## src/rtl/trace_uart_tx.sv

```systemverilog
// trace_uart_tx: captures changed trace words into a FIFO and sends each as A5 + 4 LS-first bytes over UART 8N1
module trace_uart_tx #(
  parameter int CLKS_PER_BIT = 868,
  parameter int DEPTH = 8
) (
  input  logic                     clk,
  input  logic                     reset,
  input  logic [31:0]              trace_in,
  input  logic                     trace_en,
  input  logic                     ovf_clr,
  output logic                     tx,
  output logic                     busy,
  output logic                     overflow,
  output logic [$clog2(DEPTH):0]   fifo_count
);
  localparam int AW = $clog2(DEPTH);
  localparam int BW = $clog2(CLKS_PER_BIT);
  typedef enum logic [1:0] {IDLE, START, DATA, STOP} state_t;
  state_t state_q;
  logic [31:0] last_word_q, tx_word_q;
  logic [31:0] mem_q [DEPTH];
  logic last_valid_q, overflow_q, overflow_d, tx_q;
  logic [AW-1:0] wr_ptr_q, rd_ptr_q;
  logic [AW:0] count_q, count_d;
  logic [BW-1:0] baud_q;
  logic [2:0] bit_idx_q, byte_idx_q;
  logic [7:0] shift_q;
  logic capture, full, push, pop, baud_end;
  assign capture = trace_en && (!last_valid_q || trace_in != last_word_q);
  assign full = count_q == (AW+1)'(DEPTH);
  assign push = capture && !full;
  assign pop = state_q == IDLE && count_q != '0;
  assign baud_end = baud_q == BW'(CLKS_PER_BIT - 1);
  assign count_d = count_q + (AW+1)'(push) - (AW+1)'(pop);
  assign overflow_d = (capture && full) ? 1'b1 : ovf_clr ? 1'b0 : overflow_q;
  assign tx = tx_q;
  assign busy = state_q != IDLE || count_q != '0;
  assign overflow = overflow_q;
  assign fifo_count = count_q;
  // remember the last captured word so only changes are queued, even when the push is dropped
  always_ff @(posedge clk or posedge reset) begin
    if (reset) begin
      last_valid_q <= 1'b0;
      last_word_q <= '0;
    end else if (capture) begin
      last_valid_q <= 1'b1;
      last_word_q <= trace_in;
    end
  end
  // FIFO storage needs no reset; only the pointers define what is valid
  always_ff @(posedge clk) begin
    if (push) mem_q[wr_ptr_q] <= trace_in;
  end
  // FIFO pointers, occupancy and the sticky drop flag
  always_ff @(posedge clk or posedge reset) begin
    if (reset) begin
      wr_ptr_q <= '0;
      rd_ptr_q <= '0;
      count_q <= '0;
      overflow_q <= 1'b0;
    end else begin
      wr_ptr_q <= wr_ptr_q + AW'(push);
      rd_ptr_q <= rd_ptr_q + AW'(pop);
      count_q <= count_d;
      overflow_q <= overflow_d;
    end
  end
  // packet serialiser: sync byte then the word LS byte first, each byte framed as start, 8 data, stop
  always_ff @(posedge clk or posedge reset) begin
    if (reset) begin
      state_q <= IDLE;
      baud_q <= '0;
      bit_idx_q <= '0;
      byte_idx_q <= '0;
      shift_q <= '0;
      tx_word_q <= '0;
      tx_q <= 1'b1;
    end else begin
      baud_q <= (state_q == IDLE || baud_end) ? '0 : baud_q + 1'b1;
      case (state_q)
        IDLE: if (pop) begin
          tx_word_q <= mem_q[rd_ptr_q];
          byte_idx_q <= '0;
          shift_q <= 8'hA5;
          tx_q <= 1'b0;
          state_q <= START;
        end
        START: if (baud_end) begin
          bit_idx_q <= '0;
          tx_q <= shift_q[0];
          state_q <= DATA;
        end
        DATA: if (baud_end) begin
          shift_q <= shift_q >> 1;
          if (bit_idx_q == 3'd7) begin
            tx_q <= 1'b1;
            state_q <= STOP;
          end else begin
            bit_idx_q <= bit_idx_q + 3'd1;
            tx_q <= shift_q[1];
          end
        end
        STOP: if (baud_end) begin
          if (byte_idx_q != 3'd4) begin
            byte_idx_q <= byte_idx_q + 3'd1;
            shift_q <= tx_word_q[{byte_idx_q[1:0], 3'b000} +: 8];
            tx_q <= 1'b0;
            state_q <= START;
          end else begin
            state_q <= IDLE;
          end
        end
        default: state_q <= IDLE;
      endcase
    end
  end
endmodule

```

## config.mk

```make
export PLATFORM = sky130hd
export DESIGN_NAME = trace_uart_tx
export DESIGN_NICKNAME = d
export VERILOG_FILES = /design/src/rtl/trace_uart_tx.sv
export SDC_FILE = /design/constraint.sdc
export NUM_CORES = 1
export LEC_CHECK = 0
export ABC_CLOCK_PERIOD_IN_PS = 5100
export BUFFER_PORTS_ARGS = -buffer_cell sky130_fd_sc_hd__buf_4
export CAP_MARGIN = 40
export CORE_MARGIN = 2
export CORE_UTILIZATION = 30
export CTS_CLUSTER_DIAMETER = 30
export DETAILED_ROUTE_END_ITERATION = 6
export PLACE_DENSITY = 0.43
export SLEW_MARGIN = 40
export SYNTH_ARGS = -nofsm -noshare
export SYNTH_HDL_FRONTEND = slang
export SYNTH_SLANG_ARGS = --single-unit
export TNS_END_PERCENT = 1
```

## constraint.sdc

```tcl
create_clock -name clk -period 5.1 [get_ports clk]
set_input_delay 0.255 -clock clk [delete_from_list [all_inputs] [get_ports clk]]
set_output_delay 0.255 -clock clk [all_outputs]
set_load 0.05 [all_outputs]
```

==> run_results.csv <==
group,metric,value,unit
grt,antenna_found_initial,2,
sta,finalCritPeriodShare,61.1,%
detailed_routing,drt_iter0_drc,491,
detailed_routing,route.vias.total,7683,
place,dp_hpwl,21.0,mm
setup_path,critPathLaunchType,"register",
finish,stdcell_area,0.0194,mm^2
sta,fin_setup_tns,0,ps
detailed_routing,routed_wirelength,35.3,mm
yosys,ys_types,45,
sta,slew_violations,0,
cts,tritoncts,"yes",
outcome,status,"finished, final reports clean",
yosys,synth-edff-count,256,
worst_hold_path,hp-class,"in -> async",
cts,insertion_delay,630,ps
cts,holdBufCountCts,35,
yosys,synthFlopType,"edfxtp_1",
cts,cts.sinks,359,
floorplan,num_rows,80,
yosys,synth_area,0.0146,mm^2
setup_path,crit_required,5420,ps
yosys,synthCells,819,
grt,gr-total-overflow,0,
power,power.density,541,mW/mm^2
place,gp_congestion,0.666,
detailed_routing,postRouteAntennaNets,0,
cts,ctsResizeCount,0,
yosys,synthesis.nets,875,
yosys,ys_seq_area_share,70.5,%
sta,fin_worst_skew,29.3,ps
cts,cts_buffers,95,
detailed_routing,drtPass1Iterations,4,
finish,final_layout_size_suffix_gt1_share,33.7,%
finish,final_nets,1032,
yosys,ys_warn_count,0,
place,io_buffers,42,
detailed_routing,drc,0,
setup_path,cp.arrival,3430,ps
finish,n_antenna_cell,0,
setup_path,critPathCaptureType,"register",
grt,grt_pass1_wl,53.4,mm
cts,cts.clk_slew.worst_paths,40,ps
power,p_leak,7.08,nW
floorplan,coreArea,0.0478,mm^2
setup_path,rrSetupSlack,1980,ps
grt,grt_use_total,14.6,%
floorplan,io_pins,43,
setup_path,cp_max_fo,38,
flow_run,maxCapViolations,0,
sta,finalHoldViolations,0,
grt,grt_pass1_vias,8320,
sta,whs,299,ps
sta,setup_viol,0,
yosys,async_flop_share,28.7,%
sta,slew_headroom,54.9,%
sta,fin_crit,3120,ps
detailed_routing,route.detailed.wl_per_inst,21.1,um
grt,grt_max_degree,66,
detailed_routing,via_per_inst,4.59,
cts,ctsHtreeMaxLevel,3,
power,ir_drop,0.380,mV
place,dpl_cell_area,0.0157,mm^2
cts,post_cts_buffers,0,
setup_path,r2r_cells,7,
floorplan,fp.dieArea,0.0503,mm^2
yosys,ys_ff_latch,359,
cts,clock_path_buffers,3,
floorplan,die_w,224,um
floorplan,start_util,30.4,%
sta,fmax,321,MHz
sta,tightest_slew,677,ps
finish,syn_to_final_growth,33.0,%
yosys,synth.avg_cell_area,17.8,um^2
floorplan,die_h,224,um
setup_path,critPathKind,"reg -> reg",
cts,root_buffer,"clkbuf_16",
sta,rsz0062_at_grt,"no",
-- sequential cells by signal, summed over array words and instances, names as in the netlist --
| register | cells |
|---|---|
| fifo_count | 4 |
| mem_q | 256 |
| bit_idx_q | 3 |
| rd_ptr_q | 3 |
| baud_q | 10 |
| last_word_q | 32 |
| wr_ptr_q | 3 |
| last_valid_q | 1 |
| tx_word_q | 32 |
| shift_q | 8 |
| tx | 1 |
| state_q | 2 |
| byte_idx_q | 3 |
| overflow | 1 |
-- metal layers --
| metal | vias to the layer above | global-route usage [%] | share of wire, % |
|---|---|---|---|
| met3 | 58 | 3.53 | 4.0 |
| met5 | - | 0 | 0 |
| li1 | 3533 | - | - |
| met2 | 143 | 23.3 | 48 |
| met4 | 0 | 5.08 | 2.0 |
| met1 | 3949 | 19.5 | 45 |
-- synthesized netlist by cell type, drive strengths merged, types with 21 or more instances --
master / instances / share of area, %
mux4: 72 / 11
nand2: 56 / 1.4
o21ai: 45 / 1.5
nor2: 23 / 0.59
xor2: 22 / 1.3
xnor2: 21 / 1.3
dfrtp: 102 / 18
edfxtp: 256 / 53
clkbuf: 23 / 0.59
mux2i: 35 / 2.4
mux2: 41 / 3.2
-- power breakdown --
group / switching [mW] / leakage (nW) / internal (mW) / total, mW
Sequential: 0.113 / 3.54 / 3.53 / 3.64
Combinational: 0.552 / 1.93 / 0.294 / 0.846
Clock: 1.84 / 1.61 / 4.15 / 6.00
Total: 2.51 / 7.08 / 7.97 / 10.5
-- final cells by class --
class	instances	area (um^2)
inverter	19	76.3
clock inverter	64	779
multi-input combinational	401	4090
sequential	359	10300
timing repair buffer	100	851
fill	4342	28500
clock buffer	116	2540
tap	615	769
-- worst paths after layout --
| check | startpoint | to |
|---|---|---|
| max reg2reg | last_word_q[13]$_DFFE_PP0P_ | mem_q[5][22]$_DFFE_PP_ |
| max | last_word_q[13]$_DFFE_PP0P_ | mem_q[5][22]$_DFFE_PP_ |
| max in group asynchronous | reset | rd_ptr_q[0]$_DFF_PP0_ |
| min | reset | baud_q[6]$_DFF_PP0_ |
| min in group clk | ovf_clr | overflow$_DFFE_PP0P_ |
| min reg2reg | last_valid_q$_DFFE_PP0P_ | last_valid_q$_DFFE_PP0P_ |
-- cell usage in the layout, fill, tap and decap left out, types with 6 or more instances in the layout --
cell / instances
a21oi_1: 8
xor2_1: 22
nand2_1: 55
clkinv_1: 6
clkinv_2: 20
edfxtp_1: 256
mux2_2: 41
clkbuf_8: 8
clkinvlp_4: 9
dlygate4sd3_1: 35
o21ai_0: 45
clkbuf_16: 95
clkinv_4: 7
clkbuf_1: 13
nor2_1: 21
inv_1: 18
nand3_1: 8
buf_4: 64
ha_1: 19
bufinv_16: 12
mux4_2: 72
dfrtp_1: 98
mux2i_1: 35
xnor2_1: 21
-- critical path, stage by stage, from the launching register on --
cell	delay, ps
dfrtp_1	380
xnor2_1	300
nand4_1	180
or4_4	580
o31ai_4	250
buf_4	560
nor2_4	230
buf_4	320
-- per-stage QoR --
| step | setup slack (ps) | utilization, % | std cells | power, mW |
|---|---|---|---|---|
| finish | 1980 | 40.5 | 1674 | 10.5 |
| global route | 1830 | 40.5 | 1674 | 10.9 |
| CTS | 1890 | 40.5 | 1674 | 10.6 |
| detailed placement | 1880 | 32.8 | 1459 | 4.54 |
| global placement | 1930 | 32.8 | 1458 | 4.53 |
| floorplan | -51.3 | - | 819 | 4.15 |
-- cells by family (layout without fill, tap and decap cells) --
kind of cell | count (synthesis) | in the layout | share of synthesized area (%)
AOI/OAI and AO/OA | 70 | 70 | 2.82
xor gates and xnor gates | 43 | 43 | 2.59
adders and majority gates | 20 | 20 | 1.77
buffers and inverters | 59 | 299 | 1.81
DFF | 359 | 359 | 70.5
muxes | 148 | 148 | 16.7
and+or+nand+nor | 120 | 120 | 3.85
Note: power is estimated with default switching activity, not from simulation.
